### config.mk
export PLATFORM = sky130hd
export DESIGN_NAME = aes_spi_block_bridge
export DESIGN_NICKNAME = d
export VERILOG_FILES = /design/src/rtl/aes_spi_block_bridge_pkg.sv /design/src/rtl/aes_word_mux.sv /design/src/rtl/aes_spi_block_bridge.sv
export SDC_FILE = /design/constraint.sdc
export NUM_CORES = 1
export LEC_CHECK = 0
export BUFFER_PORTS_ARGS = -buffer_cell sky130_fd_sc_hd__clkbuf_2
export CELL_PAD_IN_SITES_DETAIL_PLACEMENT = 0
export CELL_PAD_IN_SITES_GLOBAL_PLACEMENT = 1
export CORE_ASPECT_RATIO = 0.7
export CORE_UTILIZATION = 49
export CTS_CLUSTER_SIZE = 40
export DETAILED_ROUTE_END_ITERATION = 8
export PLACE_DENSITY_LB_ADDON = 0.1
export SETUP_SLACK_MARGIN = 0.3
export SLEW_MARGIN = 30
export SYNTH_ARGS = -nofsm -noshare
export SYNTH_HDL_FRONTEND = slang
export SYNTH_HIERARCHICAL = 1
export SYNTH_SLANG_ARGS = --single-unit
### constraint.sdc
create_clock -name clock -period 8.7 [get_ports clock]
set_input_delay 0.87 -clock clock [delete_from_list [all_inputs] [get_ports clock]]
set_output_delay 0.87 -clock clock [all_outputs]
set_load 0.01 [all_outputs]
### src/rtl/aes_spi_block_bridge_pkg.sv
// Shared constants and FSM state type for the AES block <-> 16-bit SPI bridge.
package aes_spi_block_bridge_pkg;

  localparam int WORD_W    = 16;
  localparam int NUM_WORDS = 8;
  localparam int BLK_W     = WORD_W * NUM_WORDS;

  typedef enum logic [2:0] {
    ST_IDLE    = 3'd0,
    ST_ISSUE   = 3'd1,
    ST_WAIT    = 3'd2,
    ST_CAPTURE = 3'd3,
    ST_GAP     = 3'd4,
    ST_FINISH  = 3'd5
  } state_e;

endpackage

### src/rtl/aes_word_mux.sv
// Combinational block-to-word selector: word idx of a packed block, LSB word first.
module aes_word_mux #(
  parameter int WORD_W = aes_spi_block_bridge_pkg::WORD_W,
  parameter int BLK_W  = aes_spi_block_bridge_pkg::BLK_W,
  parameter int IDX_W  = $clog2(BLK_W / WORD_W)
) (
  input  logic [BLK_W-1:0]  blk,
  input  logic [IDX_W-1:0]  idx,
  output logic [WORD_W-1:0] word
);

  // Pick slice [WORD_W*idx +: WORD_W]
  always_comb begin
    word = blk[idx*WORD_W +: WORD_W];
  end

endmodule

### src/rtl/aes_spi_block_bridge.sv
// Splits a 128-bit AES block into eight 16-bit SPI words (LSB word first),
// issues each to the SPI master, and reassembles the received words.
// Optional DONE watchdog and sticky timeout_err port: define SPI_TIMEOUT_EN.
module aes_spi_block_bridge #(
  parameter int WORD_W         = aes_spi_block_bridge_pkg::WORD_W,
  parameter int NUM_WORDS      = aes_spi_block_bridge_pkg::NUM_WORDS
`ifdef SPI_TIMEOUT_EN
  , parameter int TIMEOUT_CYCLES = 64
`endif
) (
  input  logic                        clock,
  input  logic                        reset_n,
  input  logic [WORD_W*NUM_WORDS-1:0] blk_in,
  input  logic                        blk_valid,
  output logic                        blk_ready,
  output logic [WORD_W-1:0]           spi_data_in,
  output logic                        spi_data_valid,
  input  logic                        spi_done,
  input  logic [WORD_W-1:0]           spi_data_out,
  output logic [WORD_W*NUM_WORDS-1:0] rx_blk,
  output logic                        rx_valid,
  output logic                        busy
`ifdef SPI_TIMEOUT_EN
  , output logic                      timeout_err
`endif
);

  import aes_spi_block_bridge_pkg::*;

  localparam int BW    = WORD_W * NUM_WORDS;
  localparam int IDX_W = $clog2(NUM_WORDS);
  localparam logic [IDX_W-1:0] LAST_IDX = IDX_W'(NUM_WORDS - 1);

  state_e            state_q, state_d;
  logic [IDX_W-1:0]  idx_q, idx_d;
  logic [BW-1:0]     tx_buf_q, tx_buf_d;
  logic [BW-1:0]     rx_blk_q, rx_blk_d;
  logic [WORD_W-1:0] spi_data_in_q, spi_data_in_d;

  logic [BW-1:0]     mux_blk;
  logic [IDX_W-1:0]  mux_idx;
  logic [WORD_W-1:0] mux_word;

`ifdef SPI_TIMEOUT_EN
  localparam int WD_W = $clog2(TIMEOUT_CYCLES + 1);
  logic [WD_W-1:0] wd_q, wd_d;
  logic            timeout_err_q, timeout_err_d;
`endif

  // Word 0 is loaded straight from blk_in on accept so ISSUE can drive it
  // from a register; later words come from the latched tx buffer.
  always_comb begin
    mux_blk = (state_q == ST_IDLE) ? blk_in : tx_buf_q;
    mux_idx = (state_q == ST_IDLE) ? '0     : idx_q;
  end

  aes_word_mux #(
    .WORD_W (WORD_W),
    .BLK_W  (BW),
    .IDX_W  (IDX_W)
  ) u_word_mux (
    .blk  (mux_blk),
    .idx  (mux_idx),
    .word (mux_word)
  );

  // State and datapath registers
  always_ff @(posedge clock or negedge reset_n) begin
    if (!reset_n) begin
      state_q       <= ST_IDLE;
      idx_q         <= '0;
      tx_buf_q      <= '0;
      rx_blk_q      <= '0;
      spi_data_in_q <= '0;
`ifdef SPI_TIMEOUT_EN
      wd_q          <= '0;
      timeout_err_q <= 1'b0;
`endif
    end else begin
      state_q       <= state_d;
      idx_q         <= idx_d;
      tx_buf_q      <= tx_buf_d;
      rx_blk_q      <= rx_blk_d;
      spi_data_in_q <= spi_data_in_d;
`ifdef SPI_TIMEOUT_EN
      wd_q          <= wd_d;
      timeout_err_q <= timeout_err_d;
`endif
    end
  end

  // Next-state and next-datapath logic
  always_comb begin
    state_d       = state_q;
    idx_d         = idx_q;
    tx_buf_d      = tx_buf_q;
    rx_blk_d      = rx_blk_q;
    spi_data_in_d = spi_data_in_q;
`ifdef SPI_TIMEOUT_EN
    wd_d          = wd_q;
    timeout_err_d = timeout_err_q;
`endif
    case (state_q)
      ST_IDLE: begin
        if (blk_valid) begin
          tx_buf_d      = blk_in;
          idx_d         = '0;
          spi_data_in_d = mux_word;
          state_d       = ST_ISSUE;
        end
      end
      ST_ISSUE: begin
        state_d = ST_WAIT;
`ifdef SPI_TIMEOUT_EN
        wd_d    = '0;
`endif
      end
      ST_WAIT: begin
        if (spi_done) begin
          state_d = ST_CAPTURE;
`ifdef SPI_TIMEOUT_EN
        end else if (wd_q == WD_W'(TIMEOUT_CYCLES - 1)) begin
          timeout_err_d = 1'b1;
          state_d       = ST_IDLE;
        end else begin
          wd_d = wd_q + 1'b1;
`endif
        end
      end
      ST_CAPTURE: begin
        rx_blk_d[idx_q*WORD_W +: WORD_W] = spi_data_out;
        if (idx_q == LAST_IDX) begin
          state_d = ST_FINISH;
        end else begin
          idx_d   = idx_q + 1'b1;
          state_d = ST_GAP;
        end
      end
      ST_GAP: begin
        spi_data_in_d = mux_word;
        state_d       = ST_ISSUE;
      end
      ST_FINISH: state_d = ST_IDLE;
      default:   state_d = ST_IDLE;
    endcase
  end

  // Moore outputs decoded from the state register
  always_comb begin
    blk_ready      = (state_q == ST_IDLE);
    busy           = (state_q != ST_IDLE);
    spi_data_valid = (state_q == ST_ISSUE);
    rx_valid       = (state_q == ST_FINISH);
    spi_data_in    = spi_data_in_q;
    rx_blk         = rx_blk_q;
`ifdef SPI_TIMEOUT_EN
    timeout_err    = timeout_err_q;
`endif
  end

endmodule

======== After elaboration in Yosys (flattened, before gate mapping) ========
Index checks and enable logic that the tools add are counted.
word-level totals
  input port bits ......................... 148
  output and inout bits ................... 148
  register bits ........................... 278
  word-level logic and storage cells ...... 39
operators by class
  shift-type cells ........................ 3
  add/subtract/negate cells ............... 2
  reduce and logical (&&, ||, !) cells .... 8
  equality and inequality tests ........... 9
  multiplexer cells ....................... 12
operators with widths
  cell                                                                        count
  128-bit bitwise mux                                                         1
  128-bit two-way mux                                                         1
  16-bit by 34-bit variable shift with 128-bit output (first input constant)  1
  128-bit by 8-bit variable part select with 16-bit output                    1
  16-bit by 34-bit variable part select with 128-bit output                   1
  7-bit negation with 34-bit output                                           1
  16-bit one-hot mux with 2 select lines                                      1
  16-bit two-way mux                                                          1
  3-bit two-way mux                                                           5
  3-bit one-hot mux with 5 select lines                                       1
  3-bit equality test (second input constant)                                 3
  3-bit by 2-bit equality test with 1-bit output (second input constant)      2
  2-bit inequality test (second input constant)                               3
  3-bit one-hot mux with 2 select lines                                       1
  2-bit AND reduction                                                         3
  2-bit nonzero test                                                          2
  3-bit by 1-bit adder with 3-bit output (second input constant)              1
  3-bit by 1-bit equality test with 1-bit output (second input constant)      1
  3-bit zero test                                                             1
  3-bit AND reduction                                                         1
  3-bit nonzero test                                                          1
  1-bit two-way mux                                                           1

======== Longest topological paths before layout ========
Gate-level depths: netlist of the first run.
  depth in word-level cells ............... 5
  mapped depth ............................ 11

======== Modules after synthesis ========
The synthesis of the first run kept the hierarchy.
by module, submodules not included
  module                times used  area an instance (µm²)  cells an instance  sequential area each (µm²)
  aes_spi_block_bridge  1           12912.4                 818                6956.7
  aes_word_mux          1           1071.0                  57                 0.0

======== Least setup slack after synthesis of the first run ========
Ideal clock, no wire load.
  path type ............................... flip-flop to flip-flop
  start point ............................. reg idx_q[0]
  end point ............................... reg rx_blk_q[102] (netlist: rx_blk[102])
  period minus slack after synthesis ...... 2.856 ns
  stages on the path, launching flop included .. 11
  data arrival time ....................... 2.731 ns
  data required time ...................... 8.575 ns
  path slack .............................. 5.844 ns
  library setup time ...................... 0.125 ns
  cell sequence ........................... dfrtp_1 -> buf_2 -> buf_2 -> buf_1 -> inv_1 -> ha_1 -> ha_1 -> nand2b_1 -> nor4b_4 -> buf_6 -> mux2_2
on the way
  cells in the longest elaborated chain, start to end .. 3
ends and longest elaborated chain
  item                                                                                                                              line                         source
  start, declared                                                                                                                   aes_spi_block_bridge.sv:35   logic [IDX_W-1:0] idx_q, idx_d;
  start signal, assigned                                                                                                            aes_spi_block_bridge.sv:81   idx_q <= idx_d;
  7-bit negation with 34-bit output *                                                                                               aes_spi_block_bridge.sv:131  rx_blk_d[idx_q*WORD_W +: WORD_W] = spi_data_out;
  16-bit by 34-bit variable part select with 128-bit output or 16-bit by 34-bit variable shift with 128-bit output (tied branches)  aes_spi_block_bridge.sv:131
  128-bit bitwise mux *                                                                                                             aes_spi_block_bridge.sv:131
  end signal, assigned                                                                                                              aes_spi_block_bridge.sv:83   rx_blk_q <= rx_blk_d;
  end, declared                                                                                                                     aes_spi_block_bridge.sv:37   logic [BW-1:0] rx_blk_q, rx_blk_d;
Mark *: on every way between the ends. The rest lies on a longest branch, timed or not.
A chain may end at the register's enable or synchronous reset.

======== Worst setup path after layout of the first run ========
  start point ............................. reg state_q[1]
  end point ............................... reg tx_buf_q[121]
on the way
  cells in the longest elaborated chain, start to end .. 2
ends and longest elaborated chain
  item                           line                         source
  start, declared                aes_spi_block_bridge.sv:34   state_e state_q, state_d;
  start signal, assigned         aes_spi_block_bridge.sv:80   state_q <= state_d;
  3-bit zero test                aes_spi_block_bridge.sv:103  case (state_q)
  2-bit AND reduction (no line)  -
  end signal, assigned           aes_spi_block_bridge.sv:82   tx_buf_q <= tx_buf_d;
  end, declared                  aes_spi_block_bridge.sv:36   logic [BW-1:0] tx_buf_q, tx_buf_d;
No other way between the ends.

==> impl_metrics.tcl, run 1 <==
set metrics [dict create \
    status "finished, final reports clean" \
    drc 0 \
    cts_num_sinks 278 \
    cp_num_buf_inv 3 \
    p_int_uw 4260 \
    cap_violations 0 \
    powerDensity_mw_per_mm2 381 \
    synth_cells 875 \
    max_freq_mhz 257 \
    syn_nets 1028 \
    grt_pass1_vias 8373 \
    yosysWarnings 6 \
    drv_slew 0 \
    avgViaCountPerCell 5.36 \
    post_cts_resized 0 \
    ant_nets 0 \
    clock_latency_ns 0.56 \
    synth_cell_types 36 \
    rrSetupSlack_ns 4.81 \
    clockRootBuffer "clkbuf_16" \
    dr.pass1.iters 4 \
    cts.clk_slew.worst_paths_ns 0.06 \
    antenna_found_initial 4 \
    cpPeakStageDelay_ns 0.65 \
    fp.dieW_microns 204 \
    clock_skew_ns 0.0201 \
    finalPower_uw 6350 \
    ff_latch_area_sq_mm 0.00696 \
    path_max_fanout 77 \
    setup_viol 0 \
    wire_per_inst_microns 22.9 \
    vias 8315 \
    dp_hpwl_mm 25.1 \
    syn_area_per_cell_sq_um 16.0 \
    grt_max_degree 169 \
    multi_input_area_sq_mm 0.00657 \
    cp.required_ns 9.13 \
    rsz0062_at_grt "false" \
    nNetsFinal 1310 \
    power_frac_seq_pct 34.3 \
    synth_top_cell_by_area "dfrtp_1" \
    finalSetupTns_ns 0 \
    grt_pass1_wl_mm 53.5 \
    slowest_stage "buf_6" \
    timing.final.crit_share_pct 44.7 \
    rows 51 \
    overflow 0 \
    gp_congestion 0.762 \
    synth-seq-cells 278 \
    layout-area-overhead-vs-synth_pct 19.1 \
    fin_ws_ns 4.81 \
    hold_path.class "in2async" \
    clk_path_buf_depth 3 \
    io_pins 296 \
    slew_headroom_pct 35.6 \
    worst_setup_path_start_kind "flop" \
    numCtsBuffers 29 \
    htree_num_levels 1 \
    post_cts.repair.setup_buffers 0 \
    io_buffers 295 \
    finalCriticalPeriod_ns 3.89 \
    place_ws_ns 4.76 \
    die_h_microns 143 \
    switching_share_pct 32.9 \
    finalHoldViolations 0 \
    peakVddDrop_mv 0.149 \
    yosysSeqAreaShare_pct 49.7 \
    power_leakage_uw 0.00814 \
    dieArea_sq_mm 0.0292 \
    synth_top_area_share_pct 49.7 \
    end_kind "flop" \
    worst_slew_pin_slew_ns 0.967 \
    critPathTopFamily "buffers and inverters" \
    path_cells "or3_4 > inv_6 > buf_6 > nand2_8 > buf_4 > mux2_4" \
    cts_tree "done" \
    layout-drive-gt1-share_pct 66.3 \
    routed_wl_mm 35.5 \
    comb_power_share_pct 46.2 \
    grt.total_usage_pct 24.4 \
    crit_arrival_ns 4.32 \
    fillerInstances 2228 \
    cts_hold_buf 0 \
    synth.area.top_cells "dfrtp_1 (50%), mux2_2 (22%), mux2_4 (14%), mux4_1 (5.3%), buf_6 (1.6%)" \
    syn_area_sq_mm 0.0140 \
    p_sw_uw 2090 \
    initial_utilization_pct 50.0 \
    p_clk_share_pct 19.5 \
    critPathKind "reg2reg" \
    drt_iter0_drc 416 \
    core-area_sq_mm 0.0279 \
]
## cell families (layout without fill, tap and decap cells)
group	count (synthesis)	count (layout)	share of synthesized area (%)
XOR/XNOR	1	1	0.0626
AND/OR/NAND/NOR	61	61	3.04
buffers and inverters	76	379	3.55
other	0	2	0
multiplexers	450	450	42.9
adder cells (fa/ha/maj)	5	5	0.447
flip-flops	278	278	49.7
AO/OA/AOI/OAI	4	4	0.224
## synth_stat cells, drive strengths merged
master	instances
and4b	1
and2	17
nand4	2
a31o	1
xnor2	1
inv	20
ha	5
nor2b	3
clkbuf	5
mux4	32
or3	1
mux2	403
nor4bb	1
nor2	8
a22o	2
nand2b	2
nor3	1
buf	51
mux2i	15
and4bb	1
and3b	1
nand4bb	1
nand4b	2
nor4b	2
nand2	16
a21oi	1
nor3b	2
dfrtp	278
## final timing paths
path,start,end,cells past startpoint
max,state_q[1],tx_buf_q[121],6
min,reset_n,tx_buf_q[40],1
max reg2reg,state_q[1],tx_buf_q[121],6
min reg2reg,tx_buf_q[97],tx_buf_q[97],1
max in group asynchronous,reset_n,rx_blk[11],3
min in group clock,tx_buf_q[97],tx_buf_q[97],1
## registers in the layout, summed over array words and instances (netlist names)
signal,flops
rx_blk,128
tx_buf_q,128
spi_data_in,16
idx_q,3
state_q,3
## cell type report
class,instances,share of cell area (%)
repair buffers,307,9.80
inverters,20,0.481
clock inverters,12,0.571
well taps,371,2.79
diodes,2,0.0300
flip-flops and latches,278,41.8
clock buffers,40,5.14
multi-input cells,521,39.4
## cell usage in the layout (no fill, tap or decap), types with 2 or more instances in the layout
master / Yosys / final
a22o_1: 2 / 2
and2_1: 17 / 17
buf_16: 0 / 2
buf_4: 10 / 8
clkbuf_1: 4 / 2
clkbuf_16: 0 / 29
clkbuf_2: 1 / 294
clkbuf_8: 0 / 9
clkinv_2: 0 / 9
dfrtp_1: 278 / 277
diode_2: 0 / 2
ha_1: 5 / 5
inv_1: 19 / 19
inv_6: 0 / 2
mux2_2: 273 / 273
mux2_4: 130 / 130
mux2i_1: 15 / 15
mux4_1: 28 / 28
mux4_2: 4 / 4
nand2_1: 15 / 15
nand2b_1: 2 / 2
nand4_2: 2 / 2
nand4b_2: 2 / 2
nor2_1: 8 / 5
nor2_4: 0 / 3
nor2b_1: 3 / 3
nor3b_1: 2 / 2
nor4b_4: 2 / 2
## metrics by stage
step	instances	utilization [%]	hold slack [ns]	cell area, sq um
after floorplan	875	-	0.475	14000
after global placement	1495	55.9	0.484	15600
after detailed placement	1495	56.0	0.490	15600
after CTS	1547	59.4	0.408	16600
after global routing	1550	59.6	0.145	16700
final	1551	59.6	0.159	16700
## power by group through the flow
stage / Sequential, uW / Combinational (uW) / Clock, uW
detailed placement: 2180 / 2950 / 0
CTS: 2170 / 2960 / 1270
finish: 2180 / 2940 / 1240
floorplan: 2200 / 2120 / 0
global placement: 2170 / 2910 / 0
global route: 2250 / 3130 / 1330
## layer usage
metal | share of wire [%] | GRT usage, %
met2 | 41 | 33.2
met1 | 50 | 39.1
met4 | 1.4 | 4.47
met5 | 0.068 | 0
met3 | 7.0 | 5.62
Note: power is estimated with default switching activity, not from simulation.
==> run 2, diff against run 1 <==
ABC_AREA = 1   (was not set)
CORE_UTILIZATION = 36   (was 49)
clock period = 3.5 ns   (was 8.7 ns; I/O delays follow)
==> impl_metrics.tcl, run 2 <==
set metrics [dict create \
    synth_ff_type "dfrtp_1" \
    syn_nets 2200 \
    synth_top_area_share_pct 48.0 \
    rsz0062_at_grt "false" \
    synth_edf_count 0 \
    power_leakage_uw 0.00934 \
    io_buffers 295 \
    clockRootBuffer "clkbuf_16" \
    wire_per_inst_microns 16.8 \
    clock_latency_ns 0.59 \
    synth-xor-area-share_pct 0 \
    rows 61 \
    worst_setup_path_start_kind "flop" \
    stdcell_area_sq_mm 0.0184 \
    finalSetupTns_ns 0 \
    htree_num_levels 1 \
    grt_pass1_wl_mm 76.1 \
    timing.rr.end "spi_data_in[11]" \
    crit_arrival_ns 2.40 \
    status "finished, final reports clean" \
    layout_commonest_cell "nand2_1" \
    synth.most_common_cell "nand2_1" \
    worst_slew_pin_slew_ns 0.844 \
    synth_top_cell_by_area "dfrtp_1" \
    syn_area_sq_mm 0.0145 \
    synthArstFlopShare_pct 100 \
    numCtsBuffers 31 \
    setup_viol 0 \
    synthMuxAreaShare_pct 0 \
    clk_path_buf_depth 3 \
    endpoint "blk_ready" \
    synth-seq-cells 278 \
    end_kind "output port" \
    grt_pass1_vias 13000 \
    holdPathStages 3 \
    cap_violations 0 \
    antenna_found_initial 2 \
    drt_iter0_drc 1003 \
    max_freq_mhz 364 \
    finalCriticalPeriod_ns 2.75 \
    initial_utilization_pct 36.5 \
    yosysWarnings 6 \
    dr.pass1.iters 6 \
    synth.area.top_cells "dfrtp_1 (48%), nand2_1 (20%), o21ai_0 (12%), inv_1 (7.7%), nand3_1 (3.9%)" \
    overflow 0 \
    cp-startpoint "state_q[1]" \
    grt.total_usage_pct 23.8 \
    cp.required_ns 3.15 \
    timing.final.crit_share_pct 78.5 \
    yosys-top-cells-count "nand2_1 (767), o21ai_0 (343), inv_1 (297)" \
    yosysSeqAreaShare_pct 48.0 \
    die_h_microns 170 \
    synth_cells 2047 \
    antenna_cells 0 \
    finalHoldViolations 0 \
    avgViaCountPerCell 4.80 \
    cts.clk_slew.worst_paths_ns 0.06 \
    rrSetupSlack_ns 0.80 \
    r2r-start "state_q[1]" \
    mostFrequentLayoutCells "nand2_1 (767), o21ai_0 (342), inv_1 (296)" \
    yosys.area_share.simple_pct 27.3 \
    slew_headroom_pct 43.6 \
    routed_wl_mm 49.4 \
    dp_hpwl_mm 35.4 \
    syn_area_per_cell_sq_um 7.07 \
    synth_cell_types 22 \
    grt_max_degree 123 \
    synth_fa_ha_area_share_pct 0.432 \
    gp_congestion 0.845 \
    drc 0 \
    synth_top_family_by_area "simple AND/OR/NAND/NOR gates" \
    post_cts.repair.setup_buffers 0 \
    core-area_sq_mm 0.0397 \
    layout-drive-gt1-share_pct 16.6 \
    vias 14100 \
    hold_path.class "in2reg" \
    postPlaceCellArea_sq_mm 0.0164 \
    powerDensity_mw_per_mm2 862 \
    dieArea_sq_mm 0.0410 \
    peakVddDrop_mv 0.418 \
    path_max_fanout 63 \
    finalPower_uw 15900 \
    critPathKind "reg2out" \
    cts_tree "done" \
    drv_slew 0 \
    ant_nets 0 \
    worst-r2r-cell-count 14 \
    fp.dieW_microns 242 \
    synth_compound_area_share_pct 12.0 \
    io_pins 296 \
    layout-area-overhead-vs-synth_pct 27.3 \
    cts_num_sinks 278 \
    nNetsFinal 2536 \
    clock_skew_ns 0.0143 \
]
[run 2: cell count changes in the layout (fill, tap and decap cells not counted), sizes merged, moves of 17 or more]
cell	change
and2	-17
nand3	+113
buf	+20
mux4	-32
nor2	+47
o21ai	+347
inv	+282
nor3	+35
nand2	+754
mux2	-403
dlygate4sd3	+100
[run 2: metrics by stage]
step | instances | worst slack, ns | utilization [%] | hold slack (ns)
floorplan | 2047 | 1.22 | - | 0.0544
global placement | 2785 | 0.868 | 41.3 | 0.428
detailed placement | 2785 | 0.814 | 41.3 | 0.429
CTS | 2941 | 0.709 | 46.4 | 0.00182
global route | 2941 | 0.448 | 46.4 | 0.0206
finish | 2941 | 0.751 | 46.4 | 0.0341
[run 2: logic make-up after synthesis]
group | Yosys count
buffers and inverters | 429
and+or+nand+nor | 987
AOI/OAI and AO/OA | 348
adders and majority gates | 5
DFF | 278
[run 2: per-layer routing]
layer  global-route usage [%]  routed length [microns]  vias to the layer above
met5                        0                        0                        -
met4                     4.84                      911                        0
met3                     4.25                     3310                       45
met2                     32.6                    19800                      403
met1                     38.2                    25500                     6673
li1                         -                        -                     6987
[run 2: worst min-delay path by stage]
stage,from,end
floorplan,reset_n,idx_q[0]
global placement,reset_n,rx_blk[104]
detailed placement,reset_n,rx_blk[104]
CTS,blk_in[115],tx_buf_q[115]
global route,blk_in[68],tx_buf_q[68]
finish,blk_in[68],tx_buf_q[68]
[run 2: timing repair]
item,CTS,global route
hold buffers,100,0
resized for setup,0,0
endpoints found under the hold margin,183,0
[run 2: cell type report]
type                       count  area (sq um)
inverter                     305          1150
timing repair buffer         427          2820
clock inverter                11           136
fill                        4232         21300
sequential                   278          6960
tap                          535           669
multi-input combinational   1340          5780
clock buffer                  45           918
[run 2: where the power goes]
part / switching, uW / internal [uW] / leakage [uW] / total (uW)
logic: 5150 / 2360 / 0.00573 / 7510
clock network: 1400 / 2030 / 0.000523 / 3430
registers: 510 / 4440 / 0.00308 / 4950
total: 7060 / 8820 / 0.00934 / 15900
[run 2: worst max-delay path: stages (launching register included)]
cell,delay [ns]
dfrtp_1,0.44
nor2_2,0.20
nand2_1,0.18
inv_6,0.37
buf_4,0.41
clkbuf_2,0.20
==> run 3, diff against run 2 <==
clock period = 2.2 ns   (was 3.5 ns; I/O delays follow)
==> impl_metrics.tcl, run 3 (synthesized netlist as in run 2, its figures left out) <==
set metrics [dict create \
    cts.clk_slew.worst_paths_ns 0.06 \
    critPathTopFamily "simple AND/OR/NAND/NOR gates" \
    dieArea_sq_mm 0.0410 \
    clockRootBuffer "clkbuf_16" \
    core-area_sq_mm 0.0397 \
    crit_top_cell "nand2_1" \
    whs_ns 0.0522 \
    layout_commonest_cell "nand2_1" \
    hold_path.class "in2reg" \
    gp_congestion 0.826 \
    powerDensity_mw_per_mm2 1460 \
    worst_slew_pin_slew_ns 0.553 \
    end_kind "flop" \
    ant_nets 0 \
    rsz0062_at_grt "true" \
    status "finished, final reports clean" \
    grt_max_degree 65 \
    mostFrequentLayoutCells "nand2_1 (752), o21ai_0 (302), inv_1 (293)" \
    worst_setup_path_start_kind "flop" \
    finalCriticalPeriod_ns 1.94 \
    avgViaCountPerCell 4.82 \
    clk_path_buf_depth 3 \
    drc 0 \
    htree_num_levels 1 \
    place_ws_ns 0.136 \
    finalHoldViolations 0 \
    initial_utilization_pct 36.5 \
    finalPower_uw 29600 \
    clock_latency_ns 0.58 \
    vias 14600 \
    path_cells "inv_2 > nand2_8 > inv_16 > clkbuf_16 > o21ai_0 > inv_1 > nand2_1 > nand3_1 > nand2_1 > nand2_1 > nand2_1 > inv_1 > o21ai_1" \
    overflow 0 \
    grt.total_usage_pct 24.8 \
    dp_hpwl_mm 33.6 \
    path_max_fanout 11 \
    cts_tree "done" \
    cts_num_sinks 278 \
    io_buffers 295 \
    nNetsFinal 2630 \
    timing.final.crit_share_pct 88.3 \
    power_leakage_uw 0.0102 \
    numCtsBuffers 31 \
    finalSetupTns_ns 0 \
    layout-drive-gt1-share_pct 20.5 \
    fin_ws_ns 0.258 \
    cp.required_ns 2.70 \
    routed_wl_mm 53.5 \
    drv_slew 0 \
    fp.dieW_microns 242 \
    dr.pass1.iters 6 \
    drt_iter0_drc 1058 \
    grt_pass1_vias 13900 \
    slowest_stage "dfrtp_1" \
    antenna_found_initial 1 \
    fin_util_pct 51.3 \
    crit_arrival_ns 2.44 \
    wire_per_inst_microns 17.6 \
    max_freq_mhz 515 \
    peakVddDrop_mv 0.961 \
    slew_headroom_pct 63.1 \
    rows 61 \
    critPathKind "reg2reg" \
    clock_skew_ns 0.0148 \
    layout-area-overhead-vs-synth_pct 40.6 \
    grt_pass1_wl_mm 79.5 \
    cpPeakStageDelay_ns 0.36 \
    io_pins 296 \
    cap_violations 0 \
    cp_num_buf_inv 5 \
    setup_viol 0 \
    die_h_microns 170 \
]
## run 3: tightest hold or removal path, cell delays in order
cell and delay [ns]:
clkbuf_2 0.08, inv_1 0.12, o21ai_0 0.18
## run 3: repair_timing
item | 4_1_cts | 5_1_grt
buffers inserted | 8 | 8
endpoints found under the hold margin | 399 | 0
pin swaps | 5 | 21
hold buffers | 141 | 0
cloned | 12 | 12
gates resized for setup | 49 | 103
setup endpoints to repair | 88 | 240
## run 3: path summary, 6_finish.rpt
path / startpoint / endpoint / slack (ns) / depth (start not counted)
worst max-delay path: state_q[2] / spi_data_in[6] / 0.26 / 13
worst min-delay path: spi_data_out[1] / rx_blk[1] / 0.05 / 3
worst max register to register: state_q[2] / spi_data_in[6] / 0.26 / 13
worst min register to register: rx_blk[69] / rx_blk[69] / 0.47 / 2
max in group asynchronous: reset_n / tx_buf_q[111] / 1.33 / 3
min in group asynchronous: reset_n / tx_buf_q[68] / 0.15 / 2
## run 3: layout make-up
class                      count  area (sq um)
clock buffer                  44           925
antenna                        1          2.50
inverter                     305          1200
timing repair inverter         1          30.0
clock inverter                14           205
sequential                   278          6960
tap                          535           669
multi-input combinational   1340          6040
fill                        3944         19300
timing repair buffer         520          4320
## run 3: stage by stage
stage / instance area [sq um] / cells
floorplan: 14600 / 2047
finish: 20400 / 3038
global placement: 16600 / 2798
CTS: 19700 / 3017
global route: 20400 / 3038
detailed placement: 16600 / 2798
## run 3: report_power, final
group          switching, uW  internal (uW)  total (uW)  leakage, uW
logic                   9750           6240       16000      0.00653
clock network           2260           3500        5760     0.000561
registers                816           7060        7870      0.00308
## run 3: routing by layer
metal | wire length, microns | global-route usage (%)
met1 | 25000 | 34.6
met3 | 2980 | 4.30
met2 | 24400 | 40.2
met5 | 0 | 0
met4 | 1060 | 5.26
